[src/rtl/fdivsqrt_resid_post4.sv]
// fdivsqrt_resid_post4: resolves the final redundant residual of the radix-4 div/sqrt recurrence,
// selects the truncated quotient/root and derives remainder, sign, zero and sticky flags.
module fdivsqrt_resid_post4 #(
    parameter int DIVb = 64
) (
    input  logic            clk,
    input  logic            reset,
    input  logic            FlushE,
    input  logic            InValid,
    output logic            InReady,
    input  logic [DIVb+3:0] WS,
    input  logic [DIVb+3:0] WC,
    input  logic [DIVb:0]   U,
    input  logic [DIVb:0]   UM,
    input  logic [DIVb+3:0] D,
    input  logic            SqrtE,
    input  logic            IntDivE,
    output logic            OutValid,
    input  logic            OutReady,
    output logic [DIVb:0]   Quot,
    output logic [DIVb+3:0] Rem,
    output logic            RemNeg,
    output logic            RemZero,
    output logic            Sticky
);
    typedef enum logic [1:0] {IDLE, SUM, CHECK, HOLD} state_t;
    state_t r_state, w_next;
    logic [DIVb+3:0] r_ws, r_wc, r_d, r_w, r_rem;
    logic [DIVb:0]   r_u, r_um, r_quot;
    logic            r_sqrt, r_int, r_neg, r_zero, r_sticky;
    logic            w_accept, w_neg;
    assign InReady  = (r_state == IDLE);
    assign OutValid = (r_state == HOLD);
    assign w_accept = InReady & InValid & ~FlushE;
    assign w_neg    = r_w[DIVb+3];
    always_comb begin
        w_next = r_state;
        case (r_state)
            IDLE:    w_next = w_accept ? SUM : IDLE;
            SUM:     w_next = CHECK;
            CHECK:   w_next = HOLD;
            HOLD:    w_next = OutReady ? IDLE : HOLD;
            default: w_next = IDLE;
        endcase
        if (FlushE) w_next = IDLE;
    end
    always_ff @(posedge clk) begin
        if (reset) begin
            r_state  <= IDLE;
            r_ws     <= '0;
            r_wc     <= '0;
            r_d      <= '0;
            r_u      <= '0;
            r_um     <= '0;
            r_sqrt   <= 1'b0;
            r_int    <= 1'b0;
            r_w      <= '0;
            r_quot   <= '0;
            r_rem    <= '0;
            r_neg    <= 1'b0;
            r_zero   <= 1'b0;
            r_sticky <= 1'b0;
        end else begin
            r_state <= w_next;
            if (w_accept) begin
                r_ws   <= WS;
                r_wc   <= WC;
                r_d    <= D;
                r_u    <= U;
                r_um   <= UM;
                r_sqrt <= SqrtE;
                r_int  <= IntDivE;
            end
            if (r_state == SUM && !FlushE) r_w <= r_ws + r_wc;
            // Only integer divide restores a negative remainder; sqrt residual is passed through raw.
            if (r_state == CHECK && !FlushE) begin
                r_neg    <= w_neg;
                r_zero   <= (r_w == '0);
                r_sticky <= (r_w != '0);
                r_quot   <= w_neg ? r_um : r_u;
                r_rem    <= (r_int & ~r_sqrt & w_neg) ? r_w + r_d : r_w;
            end
        end
    end
    assign Quot    = r_quot;
    assign Rem     = r_rem;
    assign RemNeg  = r_neg;
    assign RemZero = r_zero;
    assign Sticky  = r_sticky;
endmodule

[config.mk]
export PLATFORM = sky130hd
export DESIGN_NAME = fdivsqrt_resid_post4
export DESIGN_NICKNAME = d
export VERILOG_FILES = /design/src/rtl/fdivsqrt_resid_post4.sv
export SDC_FILE = /design/constraint.sdc
export NUM_CORES = 1
export LEC_CHECK = 0
export BUFFER_PORTS_ARGS = -buffer_cell sky130_fd_sc_hd__buf_2
export CORE_ASPECT_RATIO = 0.8
export CORE_MARGIN = 1
export CORE_UTILIZATION = 61
export DETAILED_ROUTE_END_ITERATION = 8
export PLACE_DENSITY_LB_ADDON = 0.12
export SLEW_MARGIN = 20
export SYNTH_ARGS = -nofsm -noshare
export SYNTH_HDL_FRONTEND = slang
export SYNTH_SLANG_ARGS = --single-unit
[constraint.sdc]
create_clock -name clk -period 5.75 [get_ports clk]
set_clock_uncertainty 0.1 [all_clocks]
set_input_delay 0.575 -clock clk [delete_from_list [all_inputs] [get_ports clk]]
set_output_delay 0.575 -clock clk [all_outputs]
set_load 0.005 [all_outputs]
[After elaboration in Yosys (flattened, before gate mapping)]
Index checks and enable logic that the tools add are counted.
Operators by class
  add/subtract/negate cells: 2
  equal/unequal tests: 3
  multiplexer cells: 5
  bitwise operators: 6
  reduce and logical (&&, ||, !) cells: 7
Operator list (number)
  adder 68 bit: 2
  zero test 68 bit: 1
  two-way mux 68 bit: 1
  nonzero test 68 bit: 1
  two-way mux 65 bit: 1
  case mux 2 bit (4 select lines): 1
  bitwise AND 1 bit: 4
  equality test 2 bit, second input constant: 2
  equality test 2 x 1 -> 1 bit, second input constant: 1
  logical AND 1 bit: 2
  zero test 2 bit: 1
  two-way mux 2 bit: 1
  inverter 1 bit: 2
  OR reduction 2 bit: 1
  zero test 1 bit: 1
  two-way mux 1 bit: 1
Word-level totals
  register bits: 542
  output and inout bits: 138
  logic and storage cells: 37

[Longest topological paths before layout]
Gate-level depths: netlist of the first run.
  depth in word-level cells: 5
  mapped depth: 13
  depth with buffers taken out: 13

[Worst setup path after synthesis of the first run]
OpenSTA, ideal clock, no wires.
  path type: register to register
  start: register r_ws[34]
  end: register r_w[63]
  setup time: 79 ps
  arrival: 2930 ps
  data required time: 5571 ps
  slack: 2641 ps
  cell stages (with the launch flop): 13
  clock period less this slack: 3109 ps
  cells stage by stage: dfxtp_1 > ha_1 > buf_2 > a21o_1 > o21bai_1 > a221oi_1 > nand2_1 > or3_1 > a211o_1 > a311oi_2 > o21ai_2 > a311o_1 > o211ai_1
On the way
  word-level cells in the longest chain between the ends: 1
RTL lines
  start: declaration: RTL line 28  | logic [DIVb+3:0] r_ws, r_wc, r_d, r_w, r_rem;
  start signal: assignment: RTL line 50  | r_ws <= '0;
  start signal: assignment: RTL line 66  | r_ws <= WS;
  adder 68 bit: RTL line 74  | if (r_state == SUM && !FlushE) r_w <= r_ws + r_wc;
  end signal: assignment: RTL line 74
  end: declaration: RTL line 28
No other way between the ends.
A chain may end at the register's enable or synchronous reset.

[Worst setup path in the final report of the first run]
  start: register r_ws[0]
  end: register r_w[60]
The elaborated chain is that of the path after synthesis.

==> results of run 1 <==
[state kept, by name (all words and copies together) (netlist names)]
register and flops:
r_ws 68, Rem 68, r_d 68, r_um 65
r_state 2, r_sqrt 1, RemZero 1, Quot 65
r_u 65, RemNeg 1, Sticky 1, r_int 1
r_w 68, r_wc 68
[metrics by stage]
stage	instance area (sq um)	hold WS (ns)	power, uW	worst slack (ns)
6_report	31800	0.0980	8320	1.87
3_5_place_dp	30100	0.346	4900	1.97
4_1_cts	31800	0.0745	8320	1.93
2_1_floorplan	27700	0.336	4590	2.64
3_3_place_gp	30100	0.338	4890	2.05
5_1_grt	31800	0.0933	8580	1.67
[worst max-delay path by stage]
stage                               start  slack (ns)  cells after the start                   end
floorplan           r_ws[34]$_SDFFE_PP0P_        2.64                     12  r_w[63]$_SDFFE_PP0P_
global placement     r_ws[0]$_SDFFE_PP0P_        2.05                     12  r_w[60]$_SDFFE_PP0P_
detailed placement   r_ws[0]$_SDFFE_PP0P_        1.97                     12  r_w[60]$_SDFFE_PP0P_
CTS                  r_ws[0]$_SDFFE_PP0P_        1.93                     12  r_w[60]$_SDFFE_PP0P_
global route         r_ws[0]$_SDFFE_PP0P_        1.67                     12  r_w[60]$_SDFFE_PP0P_
finish               r_ws[0]$_SDFFE_PP0P_        1.87                     12  r_w[60]$_SDFFE_PP0P_
[cells in the mapped netlist (5+ instances only)]
cell and count:
o41ai_1 6, nand2b_1 5, nor2b_1 11, and3_1 11
a311oi_1 23, a21oi_1 581, a211o_1 8, o21a_1 11
o21ai_0 129, dfxtp_1 542, or3_1 12, a211oi_1 94
nand2_1 920, o21bai_1 26, ha_1 134, or4_1 6
o22ai_1 8, mux2i_1 67, a21boi_0 12, o221ai_1 10
nand3_1 25, nor3_1 34, and2_1 7, nor4_1 27
o31ai_1 16, clkbuf_1 233, inv_1 53, o211ai_1 13
nor2_1 199, o2111ai_1 5, a22o_1 25, a31oi_1 26
a21o_1 58, xnor2_1 74, xor2_1 42, a221oi_1 9
buf_1 10, a22oi_1 13, nand4_1 53
[cell families (layout without fill, tap and decap cells)]
| logic type | Yosys count | count (layout) | share of synthesized area [%] |
|---|---|---|---|
| mux | 67 | 67 | 2.42 |
| other cells | 0 | 4 | 0 |
| fa+ha+maj | 136 | 136 | 6.19 |
| xor+xnor | 116 | 116 | 3.66 |
| simple gates | 1328 | 1328 | 19.7 |
| compound gates | 1118 | 1118 | 24.5 |
| flops | 542 | 542 | 39.1 |
| buf+inv | 307 | 643 | 4.33 |
[critical path, delay by kind of cell, from the launching register on]
kind,cells,cell delay (ns)
AO/OA/AOI/OAI,7,2.18
adder cells (fa/ha/maj),2,0.67
flip-flops,1,0.31
AND/OR/NAND/NOR,3,0.46
[where the power goes]
group,internal [uW],switching [uW]
logic,322,536
registers,3890,93.5
clock network,1970,1500
total,6190,2130
[final cells by class]
type	count	area, sq um
multi-input cells	2765	15700
fillers	3790	12800
flip-flops and latches	542	10900
repair buffers	502	2620
clock buffers	73	1520
well taps	603	754
inverters	53	199
clock inverters	15	180
diodes	4	10.0
[layer usage]
layer  global-route usage, %  vias up  part of all wire, %
li1                        -    13300                    -
met1                    53.0    12500                   46
met2                    50.6     1153                   41
met3                    8.08      144                   10
met4                    11.2        2                  2.8
met5                   0.541        -                0.036
==> results.md, run 1 <==
* Ys flop type: dfxtp_1
* CTS Hold Bufs at 0
* EDFF count, synth at 0
* Final Cycle Share at 67.4%
* 1st-iter DRT viols at 2639
* Leading area contributor after synthesis: dfxtp_1
* TritonCTS buffer count at 52
* Commonest non-fill, non-tap cell in the layout: nand2_1
* F_max at 258 MHz
* Final net count at 4393
* Commonest cells after routing, fill and taps aside: 920 x nand2_1, 581 x a21oi_1, 541 x dfxtp_1
* Clk buf depth at 3
* Startpoint Class: register
* Port Buffers at 478
* CP max FO at 4
* Critical Path Max Stage Delay at 0.49 ns
* Post-DR wirelength/cell at approximately 19 um
* Clock root buffer: clkbuf_16
* Final setup fails at 0
* CTS sink count at 542
* RePlAce Congestion at 1.01
* Synthesized area per cell at about 7.7 sq um
* Max Cap Viol at 0
* Via density at 5.96
* Tmin final at 3.88 ns
* Sequential area share after synthesis at around two fifths
* Worst hold stages at 3
* First-pass GRT wire length at between 100000 and 150000 um
* I/O Pins at between 400 and 500
* Post-CTS Setup Bufs at 0
* Vias at around 27000
* Final Hold Vio Count at 0
* Status: finished clean
* TritonCTS clock tree: done
* Path depth of the worst reg2reg path at 12
* Initial antenna violation count at 2
* DRC at 0
* Non-Filler Instances at between 4000 and 5000
* HPWL after DPL at 63100 um
* GRT Total Usage at 35.7%
* Remaining global-route overflow at 0
* Yosys warning count at 0
* Hold Path Class: input port to register
* Share of cells above drive strength 1 at around 16%
* Synth top area cells: dfxtp_1 39%, nand2_1 12%, a21oi_1 10%
* CP max stage cell: o31ai_1
* R2r startpoint: r_ws[0]$_SDFFE_PP0P_
* CTS resizes at 0
* Pins over their slew limit at 0
* Library cells used by synthesis at 79
* Largest net degree at the start of global routing at 228
* Cell area power density at 261 mW/mm^2
* Total wire length at 86400 um
* Leak Pwr at 0.0131 uW
* Yosys top cell area share at about 40%
* RSZ-0062 raised after global routing: no
* Clock Pin Slew Worst Setup and Hold Paths at 0.06 ns
* Hold endpoint: r_wc[55]$_SDFFE_PP0P_
* Layout Area Growth over Synthesis at 14.8%
* Worst-margin pin slew at between 1 and 1.5 ns
* Cell Rows at just under 70
* Die Span X at 240 um
* Ys async rst share at 0%
* Hold path start: WC[55]
* Final ANT Viol Nets at 0
* Worst path required time at between 6 and 7 ns
* Core area at roughly 0.045 sq mm
* Setup crit end kind: register
* Relative slew slack at between 20% and 30%
* Skew-Pair Late Insertion Delay at 0.61 ns
* Critical path, cell by cell: ha_1 -> fa_1 -> a211oi_1 -> o21ai_0 -> a31oi_1 -> nor4_1 -> o31ai_1 -> nand4_1 -> a221oi_1 -> o21ai_0 -> nand4_1 -> o221ai_1
* Final core occ at 71.3%
* Post-synthesis cell count at 3614
* Mapped Nets at 4091
* CP arrival at approximately 4.2 ns
* R2r endpoint: r_w[60]$_SDFFE_PP0P_
* Max VDD drop at 0.000261 V
* Starting density of the core at 62.1%
* R2R Setup Slk at roughly 1.9 ns
* 1st-pass router iterations at 6
* Register bit total from synthesis at approximately 540
* Fin Setup TNS at 0 ns
* Vias in the first global route at 23900
* Placed Instances at 4465
* Die Y at 193 um
* CTS HTree Levels at 2
* Setup CP Type: register to register
* Area of the die at around 0.046 sq mm
* Mapped cell area at 0.0277 sq mm
Note: power is estimated with default switching activity, not from simulation.
==> run 2, diff against run 1 <==
- CORE_UTILIZATION: 61 -> 57
- clock period: 5.75 -> 4 ns (I/O delays scaled with it)
==> results.md, run 2 (synthesis results as in run 1) <==
* Status: finished with violations
* Violated checks: negative hold slack
* Max Cap Viol at 0 (unchanged)
* Clock root buffer: clkbuf_16
* RSZ-0062 raised after global routing: no
* Worst path required time at 4.41 ns (-1.70 ns)
* RePlAce Congestion at 1.02 (+1.1%)
* Final setup fails at 0 (unchanged)
* Initial antenna violation count at 1 (-1)
* Critical path, cell by cell: ha_1 -> fa_1 -> a211oi_1 -> o21ai_0 -> a21oi_1 -> or4_1 -> a21oi_1 -> a31oi_1 -> o21ai_0 -> a31oi_1 -> xnor2_1 -> a22o_1
* Placed Area at 0.0304 sq mm (+0.89%)
* DRC at 0 (unchanged)
* HPWL after DPL at 65100 um (+3.2%)
* Remaining global-route overflow at 0 (unchanged)
* Commonest non-fill, non-tap cell in the layout: nand2_1
* Final core occ at 74.5% (+3.2 points)
* 1st-pass router iterations at 6 (unchanged)
* Via density at 5.97 (+0.22%)
* Path depth of the worst reg2reg path at 12 (unchanged)
* Startpoint Class: register
* Setup CP Type: register to register
* Setup ws final at 0.251 ns (-1.62 ns)
* Vias at 29400 (+8.4%)
* Relative slew slack at 21.9% (-3.7 points)
* Critical Path Max Stage Delay at 0.51 ns (+0.02 ns)
* CP max FO at 5 (+1)
* Worst hold stages at 3 (unchanged)
* I/O Pins at 479 (unchanged)
* 1st-iter DRT viols at 3163 (+20%)
* TritonCTS clock tree: done
* Port Buffers at 478 (unchanged)
* Pins over their slew limit at 0 (unchanged)
* Final Hold Vio Count at 1 (+1)
* Global Route met3 Usage at 7.85% (-0.23 points)
* GRT met1 Usage at 54.0% (+0.97 points)
* Post-DR wirelength/cell at 20.0 um (+5.7%)
* Clk buf depth at 3 (unchanged)
* Cell Rows at 71 (+2.9%)
* Final ANT Viol Nets at 0 (unchanged)
* Post-route design area at 0.0354 sq mm (+11%)
* Commonest cells after routing, fill and taps aside: 919 x nand2_1, 581 x a21oi_1, 541 x dfxtp_1
* Fin Setup TNS at 0 ns (unchanged)
* CTS HTree Levels at 2 (unchanged)
* Share of cells above drive strength 1 at 15.1% (-0.45 points)
* First-pass GRT wire length at 151000 um (+15%)
* Total wire length at 98800 um (+14%)
* GRT Total Usage at 38.2% (+2.5 points)
* Final Cycle Share at 93.7% (+26 points)
* GR Util met2 at 57.3% (+6.7 points)
* Skew-Pair Late Insertion Delay at 0.61 ns (about the same)
* Cell area power density at 353 mW/mm^2 (+35%)
* R2R Setup Slk at 0.25 ns (-1.62 ns)
* Vias in the first global route at 27600 (+16%)
* Area of the die at 0.0495 sq mm (+6.9%)
* Tmin final at 3.75 ns (-0.129 ns)
* TritonCTS buffer count at 52 (unchanged)
* Worst-margin pin slew at 1.17 ns (+0.0557 ns)
* Clock Pin Slew Worst Setup and Hold Paths at 0.07 ns (about the same)
* Final net count at 4742 (+7.9%)
* CP max stage cell: or4_1
* Starting density of the core at 58.3% (-3.8 points)
* Die Span X at 249 um (+3.4%)
* Worst slack at placement at 0.256 ns (-1.71 ns)
* Core area at 0.0475 sq mm (+6.5%)
* Setup crit end kind: register
* Hold WS at -0.0104 ns (-0.108 ns)
* Max VDD drop at 0.000395 V (+51%)
* Layout Area Growth over Synthesis at 27.8%
* CP arrival at 4.16 ns (-0.08 ns)
* Die Y at 199 um (+3.4%)
* Largest net degree at the start of global routing at 211 (-7.5%)
* Hold Path Class: input port to register
* Leak Pwr at 0.0146 uW (+12%)
* F_max at 267 MHz (+3.4%)
* Most Crowded Layer GR: met2
* CTS sink count at 542 (unchanged)
-- run 2: cell types whose count changed in the layout (fill, tap and decap cells not counted), moves of 3 or more --
cell	previous run	this run
dlygate4sd3_1	0	323
buf_4	21	43
clkinv_2	6	13
buf_12	3	7
bufinv_16	3	6
clkbuf_8	12	9
clkinv_4	1	4
diode_2	4	1
-- run 2: per-layer routing --
metal  share of wire [%]  wire (um)  vias to the layer above
met5                   0          0                        -
met2                  43      42200                     1450
met1                  44      43600                    13700
li1                    -          -                    14000
met4                 3.5       3450                        0
met3                 9.7       9550                      242
-- run 2: final cells by class --
class                   instances  area, sq um
repair buffers                851         6100
multi-input cells            2765        15700
fillers                      3518        12100
well taps                     620          776
diodes                          1         2.50
clock buffers                  68         1470
inverters                      53          199
flip-flops and latches        542        10900
clock inverters                27          328
-- run 2: stage by stage --
stage                     cells  total power, uW  hold slack [ns]
after floorplan            3614             6590            0.336
after global placement     4508             7040            0.337
after detailed placement   4508             7060            0.346
after CTS                  4925            12400         0.000475
after global routing       4926            12900          0.00834
final                      4927            12500          -0.0104
-- run 2: worst paths after layout --
kind / from / endpoint
worst min-delay path: WS[0] / r_ws[0]$_SDFFE_PP0P_
worst max-delay path: r_ws[0]$_SDFFE_PP0P_ / r_w[64]$_SDFFE_PP0P_
worst max register to register: r_ws[0]$_SDFFE_PP0P_ / r_w[64]$_SDFFE_PP0P_
worst min register to register: r_u[38]$_SDFFE_PP0P_ / r_u[38]$_SDFFE_PP0P_
-- run 2: report_power, final --
| part | switching, uW | internal (uW) | total, uW |
|---|---|---|---|
| Sequential | 135 | 5590 | 5720 |
| Clock | 2240 | 3000 | 5240 |
| Combinational | 871 | 679 | 1550 |
| Total | 3240 | 9270 | 12500 |
-- run 2: what timing repair did --
action / CTS / global route
buffers inserted: 0 / 0
endpoints found under the hold margin: 322 / 1
hold buffers: 322 / 1
endpoints found under the setup margin: 0 / 0
gates resized for setup: 0 / 0
-- run 2: worst max-delay path, delay by kind of cell, from the launching register on --
family                     cells  cell delay (ns)
AOI/OAI and AO/OA              8             2.09
and+or+nand+nor                1             0.51
adders and majority gates      2             0.46
DFF                            1             0.34
xor gates and xnor gates       1             0.14
